<file path="config.mk">
export PLATFORM = sky130hd
export DESIGN_NAME = ifu_inst_queue
export DESIGN_NICKNAME = d
export VERILOG_FILES = /design/src/rtl/ifu_inst_queue.sv
export SDC_FILE = /design/constraint.sdc
export NUM_CORES = 1
export LEC_CHECK = 0
export BUFFER_PORTS_ARGS = -buffer_cell sky130_fd_sc_hd__buf_2
export CAP_MARGIN = 20
export CORE_ASPECT_RATIO = 1.25
export CORE_MARGIN = 2
export CORE_UTILIZATION = 50
export DETAILED_ROUTE_END_ITERATION = 8
export PLACE_DENSITY = 0.7
export REMOVE_ABC_BUFFERS = 1
export SLEW_MARGIN = 20
export SYNTH_ARGS = -nofsm -noshare
export SYNTH_HDL_FRONTEND = slang
export SYNTH_SLANG_ARGS = --single-unit
</file>
<file path="constraint.sdc">
create_clock -name clk_i -period 14.65 [get_ports clk_i]
set_input_delay 2.93 -clock clk_i [delete_from_list [all_inputs] [get_ports clk_i]]
set_output_delay 2.93 -clock clk_i [all_outputs]
set_load 0.02 [all_outputs]
</file>
<file path="src/rtl/ifu_inst_queue.sv">
// ifu_inst_queue
//   Instruction queue between the fetch controller and the IDU. Buffers
//   fetched {pc, inst} pairs so fetch can run ahead of decode, flags
//   non-32-bit encodings for the IDU and drops all entries on a redirect.
//
// Ports
//   clk_i        clock, rising edge
//   rst_i        asynchronous active-high reset; clears pointers and storage
//   flush_i      synchronous redirect; discards every entry
//   in_pc_i      PC of the incoming instruction
//   in_inst_i    incoming instruction word
//   in_valid_i   incoming entry valid
//   in_ready_o   queue can accept (not full)
//   out_pc_o     PC of the head entry
//   out_inst_o   instruction of the head entry
//   out_ill_o    head instruction is not a 32-bit encoding
//   out_valid_o  head entry valid (not empty)
//   out_ready_i  IDU accepts the head entry
//   count_o      number of occupied entries, 0..DEPTH
module ifu_inst_queue #(
  parameter int unsigned DEPTH = 4,
  localparam int unsigned AW   = $clog2(DEPTH)
) (
  input  logic          clk_i,
  input  logic          rst_i,
  input  logic          flush_i,
  input  logic [31:0]   in_pc_i,
  input  logic [31:0]   in_inst_i,
  input  logic          in_valid_i,
  output logic          in_ready_o,
  output logic [31:0]   out_pc_o,
  output logic [31:0]   out_inst_o,
  output logic          out_ill_o,
  output logic          out_valid_o,
  input  logic          out_ready_i,
  output logic [AW:0]   count_o
);

  localparam logic [AW:0] PtrOne = {{AW{1'b0}}, 1'b1};

  // Pointers carry one extra wrap bit so full and empty can be told apart.
  logic [AW:0]   r_wr_ptr;
  logic [AW:0]   r_rd_ptr;
  logic [31:0]   r_pc_mem   [DEPTH];
  logic [31:0]   r_inst_mem [DEPTH];

  logic          w_empty;
  logic          w_full;
  logic          w_push;
  logic          w_pop;
  logic [AW-1:0] w_wr_idx;
  logic [AW-1:0] w_rd_idx;

  assign w_wr_idx = r_wr_ptr[AW-1:0];
  assign w_rd_idx = r_rd_ptr[AW-1:0];

  assign w_empty = (r_wr_ptr == r_rd_ptr);
  assign w_full  = (w_wr_idx == w_rd_idx) & (r_wr_ptr[AW] != r_rd_ptr[AW]);

  // Ready is deliberately independent of out_ready_i: no push-on-pop when full.
  assign in_ready_o  = ~w_full;
  assign out_valid_o = ~w_empty;

  assign w_push = in_valid_i & in_ready_o;
  assign w_pop  = out_valid_o & out_ready_i;

  assign out_pc_o   = r_pc_mem[w_rd_idx];
  assign out_inst_o = r_inst_mem[w_rd_idx];
  assign out_ill_o  = out_valid_o & (out_inst_o[1:0] != 2'b11);
  assign count_o    = r_wr_ptr - r_rd_ptr;

  always_ff @(posedge clk_i or posedge rst_i) begin
    if (rst_i) begin
      r_wr_ptr <= '0;
      r_rd_ptr <= '0;
      for (int i = 0; i < DEPTH; i++) begin
        r_pc_mem[i]   <= '0;
        r_inst_mem[i] <= '0;
      end
    end else if (flush_i) begin
      // Redirect wins over this cycle's push and pop.
      r_wr_ptr <= '0;
      r_rd_ptr <= '0;
    end else begin
      if (w_push) begin
        r_pc_mem[w_wr_idx]   <= in_pc_i;
        r_inst_mem[w_wr_idx] <= in_inst_i;
        r_wr_ptr             <= r_wr_ptr + PtrOne;
      end
      if (w_pop) begin
        r_rd_ptr <= r_rd_ptr + PtrOne;
      end
    end
  end

endmodule
</file>
# Word level (Yosys, flattened, before mapping)
# Index checks and enable logic that the tools add are counted.
classes:
  addsub: 3
  order_cmp: 3
  eq_ne: 4
  mux: 14
  n_bitwise: 9
  n_reduce_logical: 4
ops:
  columns: ["cell", "count"]
  rows:
  - ["$bwmux 128", 2]
  - ["$mux 32", 5]
  - ["$bmux 32 s2", 2]
  - ["$demux 32 s2", 1]
  - ["$mux 3", 4]
  - ["$add 3x1->3 const B", 2]
  - ["$ge 3x3->1 const B", 2]
  - ["$not 2->3", 2]
  - ["$and 1x1->1", 4]
  - ["$reduce_bool 2->1", 2]
  - ["$eq 3x3->1", 1]
  - ["$lt 3x1->1 const B", 1]
  - ["$not 1->1", 3]
  - ["$sub 3x3->3", 1]
  - ["$eq 2x2->1", 1]
  - ["$ne 2x2->1 const B", 1]
  - ["$reduce_and 2->1", 1]
  - ["$logic_and 1x1->1", 1]
  - ["$ne 1x1->1", 1]
word_totals:
  ff_bits: 262
  input_bits: 69
  output_inout_bits: 70
  elab_cells: 47

# Longest topological paths before layout
# Gate-level depths: netlist of the first run.
depth:
  depth_word: 6
  depth_mapped: 8

# Worst setup path after synthesis of the first run
# OpenSTA, ideal clock, no wires.
synth_timing:
  path_kind: "register to output"
  from: "register r_rd_ptr[1]"
  to: "output port out_ill_o"
  arrival_time_ns: 2.251
  required_ns: 11.720
  slack_ns: 9.469
  stages_incl_launch_ff: 7
  path_buffers: 2
  cell_sequence: "dfrtp_1 -> clkbuf_1 -> clkbuf_1 -> inv_1 -> ha_1 -> nand3_1 -> a21boi_0"
synth_lines:
  columns: ["element", "line_no", "text"]
  rows:
  - ["from (decl)", "43", "logic [AW:0] r_rd_ptr;"]
  - ["from (signal assigned)", "91", "r_rd_ptr <= r_rd_ptr + PtrOne;"]
  - ["$eq 3x3->1", "57", "assign w_empty = (r_wr_ptr == r_rd_ptr);"]
  - ["$not 1->1", "62", "assign out_valid_o = ~w_empty;"]
  - ["via out_valid_o", "34", "output logic out_valid_o,"]
  - ["$and 1x1->1", "69", "assign out_ill_o = out_valid_o & (out_inst_o[1:0] != 2'b11);"]
  - ["to (decl)", "33", "output logic out_ill_o,"]
# The timed path passes the listed nets, and every way through them passes these cells. The select of a mux whose other input is x is not followed.

# Final worst setup path of the first run
layout_timing:
  from: "register r_rd_ptr[0]"
  to: "output port out_ill_o"
layout_via:
  elab_chain_len: 6
layout_lines:
  columns: ["element", "line_no", "text"]
  rows:
  - ["$not 2->3 (not written as such)", "68", "assign out_inst_o = r_inst_mem[w_rd_idx];"]
  - ["$bmux 32 s2", "68", null]
  - ["$mux 32 (not written as such) (2 in a row)", "68", null]
  - ["$ne 2x2->1", "69", null]
  - ["$and 1x1->1 (*)", "69", null]
# Mark *: on every way between the ends. The rest lies on a longest branch, timed or not. The select of a mux whose other input is x is not followed.

==> impl_metrics.toml, run 1 <==
[status]
status = "finished, final reports clean"

[logic_synthesis]
synth.most_common_cell = "dfrtp_1"
ys_seq_elements = 262
synth_edf_count = 0
synth_top_area_share_pct = 55.84
avgSynthCellArea_sq_um = 17.52
synth-async-reset-ratio_pct = 100.0
synthDistinctLibCells = 25
yosys_warnings = 0
synthTopCellsByArea = "dfrtp_1 (56%), mux2_2 (22%), mux4_2 (12%), mux2_4 (2.6%), buf_6 (2.3%)"
netlist_area_sq_um = 11740
yosysTopAreaCell = "dfrtp_1"
synth_ff_type = "dfrtp_1"
ys_seq_area_share_pct = 55.84
syn-instance-count = 670
synthTopCellsByCount = "dfrtp_1 (262), mux2_2 (234), mux4_2 (64)"

[die]
num_io_pins = 139
die_h_um = 175.3
std_cell_rows = 62
core_sq_um = 23040
die_w_um = 141.1
dieArea_sq_um = 24730
start_util_pct = 50.96

[sta]
worst_slew_pin_slew_ns = 0.9000
holdWs_ns = 0.4951
period_needed_ns = 6.039
clock_skew_ns = 0.01090
setup-violations-final = 0
drv_slew = 0
max_freq_mhz = 165.6
rsz0062_at_grt = "false"
hold_viol = 0
period_share_pct = 41.22
slew_headroom_pct = 40.00
fin_setup_tns_ns = 0

[clocking]
cts_sinks = 262
cts_setup_buffers = 0
cts_resized = 0
tritoncts = "built"
ctsHtreeMaxLevel = 1
holdBufCountCts = 0
clk_path_buf_depth = 3
cts_made_buffers = 27
cts.clk_slew.worst_paths_ns = 0.07
cts-root-buf = "clkbuf_16"
clock_latency_ns = 0.52

[grt]
antenna_found_initial = 2
grt_max_degree = 121
grt_pass1_wl_mm = 39.48
grt_use_total_pct = 20.05
overflow = 0
grt_pass1_vias = 7346

[drt]
drt-total-wl_mm = 24.10
drt_iter0_drc = 246
dr_total_vias = 6414
first_pass_iters = 4
drc = 0
ant_nets = 0
wl_per_cell_um = 21.59
via_per_inst = 5.747

[placement]
numPortBuffers = 138
dp_cells = 1065
place_area_sq_um = 12530
finalWeightedCongestion = 0.7099
dpl.hpwl_mm = 14.84

[cells_and_area]
drive_above_1_share_pct = 63.08
nFillCells = 1793
multi_input_area_sq_um = 4811
seqCellArea_sq_um = 6561
final_cell_area_sq_um = 13480
layout.cells.non_filler = 1116
nets = 883
syn_to_final_growth_pct = 14.80

[pwr]
p_leak_uw = 0.006187
peakVddDrop_v = 0.0001282
power.density_nw_per_um2 = 199.1

[run]
drv_cap = 0

[worst_setup_path]
cp_data_arrival_time_ns = 3.11
rr_worst_depth = 7
path_max_fanout = 43
endpoint_kind = "output port"
path_class = "reg -> out"
crit_required_ns = 11.72
cp-start-kind = "flip-flop"

[hold_path]
min_path_type = "reg -> reg"
hold_depth = 1
-- worst max-delay path: stages (launching register included) --
cell and delay (ns):
dfrtp_4 0.77, buf_4 0.81, mux4_2 0.62, a21boi_0 0.18, buf_2 0.19
-- layout by cell type (no fill, tap or decap), types with 4 or more instances in the layout --
cell type	netlist	layout
buf_2	8	138
buf_4	0	8
bufinv_16	0	4
clkbuf_16	0	27
clkbuf_8	0	6
clkinv_2	0	9
dfrtp_1	262	260
ha_1	7	7
inv_1	9	8
mux2_1	4	4
mux2_2	234	234
mux2_4	20	20
mux4_2	64	64
nor2_1	4	4
o2111ai_1	4	4
o211ai_4	4	4
-- cell families after synthesis --
group	synth area share, %
multiplexers	37.66
adder cells (fa/ha/maj)	0.9164
flip-flops	55.84
AO/OA/AOI/OAI	1.641
AND/OR/NAND/NOR	0.3730
XOR/XNOR	0.3837
buffers and inverters	3.186
-- state kept, by name, indices dropped and copies added, names as in the netlist --
name,flops
r_rd_ptr,3
r_inst_mem,128
r_wr_ptr,3
r_pc_mem,128
-- worst paths after layout --
path	end	from	slack, ns
hold reg to reg	r_inst_mem[28]	r_inst_mem[28]	0.50
setup / recovery	out_ill_o	r_rd_ptr[0]	8.61
hold / removal	r_inst_mem[28]	r_inst_mem[28]	0.50
setup reg to reg	r_pc_mem[105]	r_rd_ptr[1]	10.27
max in group asynchronous	r_pc_mem[74]	rst_i	10.71
min in group asynchronous	r_inst_mem[121]	rst_i	2.55
-- final cells by class --
cell class / instances / share of cell area [%]
Clock inverter: 14 / 1.281
Multi-Input combinational cell: 359 / 35.69
Sequential cell: 262 / 48.68
Antenna cell: 2 / 0.03713
Tap cell: 288 / 2.673
Timing Repair Buffer: 147 / 5.653
Inverter: 9 / 0.3063
Clock buffer: 35 / 5.681
-- per-stage QoR --
| stage | power, uW | setup slack, ns | utilization, % |
|---|---|---|---|
| detailed placement | 1992 | 9.038 | 54.39 |
| global route | 2826 | 8.328 | 58.50 |
| global placement | 1934 | 8.955 | 54.39 |
| floorplan | 1745 | 4.508 | - |
| CTS | 2717 | 8.485 | 58.47 |
| finish | 2683 | 8.611 | 58.50 |
-- per-layer routing --
layer	wire length [um]	GRT usage, %
met1	9866	25.57
met2	12720	35.64
met3	873	2.890
met4	638	6.167
met5	0	0
-- where the power goes --
part	internal [uW]	switching (uW)
clock	437	277
sequential	988	148
combinational	455	379
total	1880	804
(Power assumes the default switching activity.)
==> run 2, diff against run 1 <==
--- a/config.mk
+++ b/config.mk
@@ -11,7 +11,7 @@
 export CORE_MARGIN = 2
 export CORE_UTILIZATION = 50
 export DETAILED_ROUTE_END_ITERATION = 8
-export PLACE_DENSITY = 0.7
+export PLACE_DENSITY = 0.73
 export REMOVE_ABC_BUFFERS = 1
 export SLEW_MARGIN = 20
 export SYNTH_ARGS = -nofsm -noshare
==> constraint.sdc (replaced) <==
create_clock -name clk_i -period 5.3 [get_ports clk_i]
set_input_delay 1.06 -clock clk_i [delete_from_list [all_inputs] [get_ports clk_i]]
set_output_delay 1.06 -clock clk_i [all_outputs]
set_load 0.02 [all_outputs]
==> run 2 against run 1 <==
Compared with the run above: non-clock buffer count grew 3; worst setup slack got worse by 7.1 ns; critical path type unchanged; largest cell class unchanged; worst hold slack better by 0.0027 ns.
==> impl_metrics.toml, run 2 (same netlist as run 1, synthesis figures left out) <==
[drt]
ant_nets = 0
via_per_inst = 5.729
dr_total_vias = 6405
drt-total-wl_mm = 24.43
wl_per_cell_um = 21.85
first_pass_iters = 4
drc = 0
drt_iter0_drc = 262

[clocking]
holdBufCountCts = 0
cts.clk_slew.worst_paths_ns = 0.06
cts-root-buf = "clkbuf_16"
cts_sinks = 262
clock_latency_ns = 0.53
cts_setup_buffers = 0
cts_made_buffers = 27
clk_path_buf_depth = 3
tritoncts = "built"
ctsHtreeMaxLevel = 1
cts_resized = 0

[grt]
top_usage_layer = "met2"
use_met1_pct = 24.92
grt_use_total_pct = 20.23
use_met2_pct = 36.61
grt_util_met3_pct = 3.653
overflow = 0
grt_pass1_vias = 7380
antenna_found_initial = 2
grt_max_degree = 156
grt_pass1_wl_mm = 39.54

[worst_setup_path]
path_max_fanout = 49
endpoint_kind = "output port"
path_class = "reg -> out"
cp-start-kind = "flip-flop"
crit_required_ns = 4.24
cp_data_arrival_time_ns = 2.73

[cells_and_area]
final_common_cell = "dfrtp_1"
mostFrequentLayoutCells = "dfrtp_1 (260), mux2_2 (234), buf_2 (138), mux4_2 (64), clkbuf_16 (27)"
nets = 886
drive_above_1_share_pct = 62.97
layout.cells.non_filler = 1118
post-route-util_pct = 58.77
largestRegisters = "r_inst_mem (128), r_pc_mem (128)"
final_cell_area_sq_um = 13540
syn_to_final_growth_pct = 15.32

[die]
start_util_pct = 50.96
num_io_pins = 139
die_h_um = 175.3
core_sq_um = 23040
dieArea_sq_um = 24730
die_w_um = 141.1
std_cell_rows = 62

[pwr]
p_total_uw = 7459
power.density_nw_per_um2 = 550.9
peakVddDrop_v = 0.0003131
p_leak_uw = 0.006208

[sta]
max_freq_mhz = 263.7
clock_skew_ns = 0.01652
worst_slack_ns = 1.508
period_needed_ns = 3.792
rsz0062_at_grt = "false"
setup-violations-final = 0
hold_viol = 0
slew_headroom_pct = 34.40
worst_slew_pin_slew_ns = 0.9840
period_share_pct = 71.54
drv_slew = 0

[run]
drv_cap = 0

[placement]
finalWeightedCongestion = 0.7452
pre_cts_ws_ns = 1.943
dp_cells = 1068
place_area_sq_um = 12570
numPortBuffers = 138
dpl.hpwl_mm = 15.47

[status]
status = "finished, final reports clean"

[hold_path]
min_path_type = "reg -> reg"
## run 2: layer usage
layer  wire length, um  up-vias
li1                  -     2794
met1              9590     3454
met2             13290      125
met3              1062       32
met4               479        0
met5                 0        -
## run 2: where the power goes
part | switching, uW | internal, uW | total, uW | leakage (uW)
Combinational | 1000 | 1260 | 2260 | 0.00247
Clock | 764 | 1240 | 2010 | 0.000474
Sequential | 458 | 2730 | 3190 | 0.00327
## run 2: worst paths after layout
check / from / endpoint / slack [ns] / cells past startpoint
worst max-delay path: r_rd_ptr[0] / out_inst_o[8] / 1.51 / 3
worst min-delay path: r_inst_mem[27] / r_inst_mem[27] / 0.50 / 1
worst max register to register: r_rd_ptr[1] / r_pc_mem[58] / 2.01 / 6
worst min register to register: r_inst_mem[27] / r_inst_mem[27] / 0.50 / 1
max in group asynchronous: rst_i / r_inst_mem[6] / 3.45 / 3
min in group asynchronous: rst_i / r_pc_mem[59] / 0.63 / 2
## run 2: area by class of cell
class | instances | area, sq um
antenna | 1 | 2.502
clock buffer | 43 | 855.8
clock inverter | 6 | 107.6
fill | 1755 | 9499
inverter | 9 | 46.29
multi-input combinational | 359 | 4811
sequential | 262 | 6564
tap | 288 | 360.3
timing repair buffer | 150 | 793.3
## run 2: critical path, stage by stage, from the launching register on
cell	delay (ns)
dfrtp_4	1.06
buf_4	0.42
mux4_2	0.55
buf_2	0.17
## run 2: metrics by stage
step	hold slack (ns)	TNS, ns
CTS	0.4955	0
floorplan	0.4590	-778.63
global placement	0.4678	0
finish	0.4978	0
detailed placement	0.4816	0
global route	0.5114	0
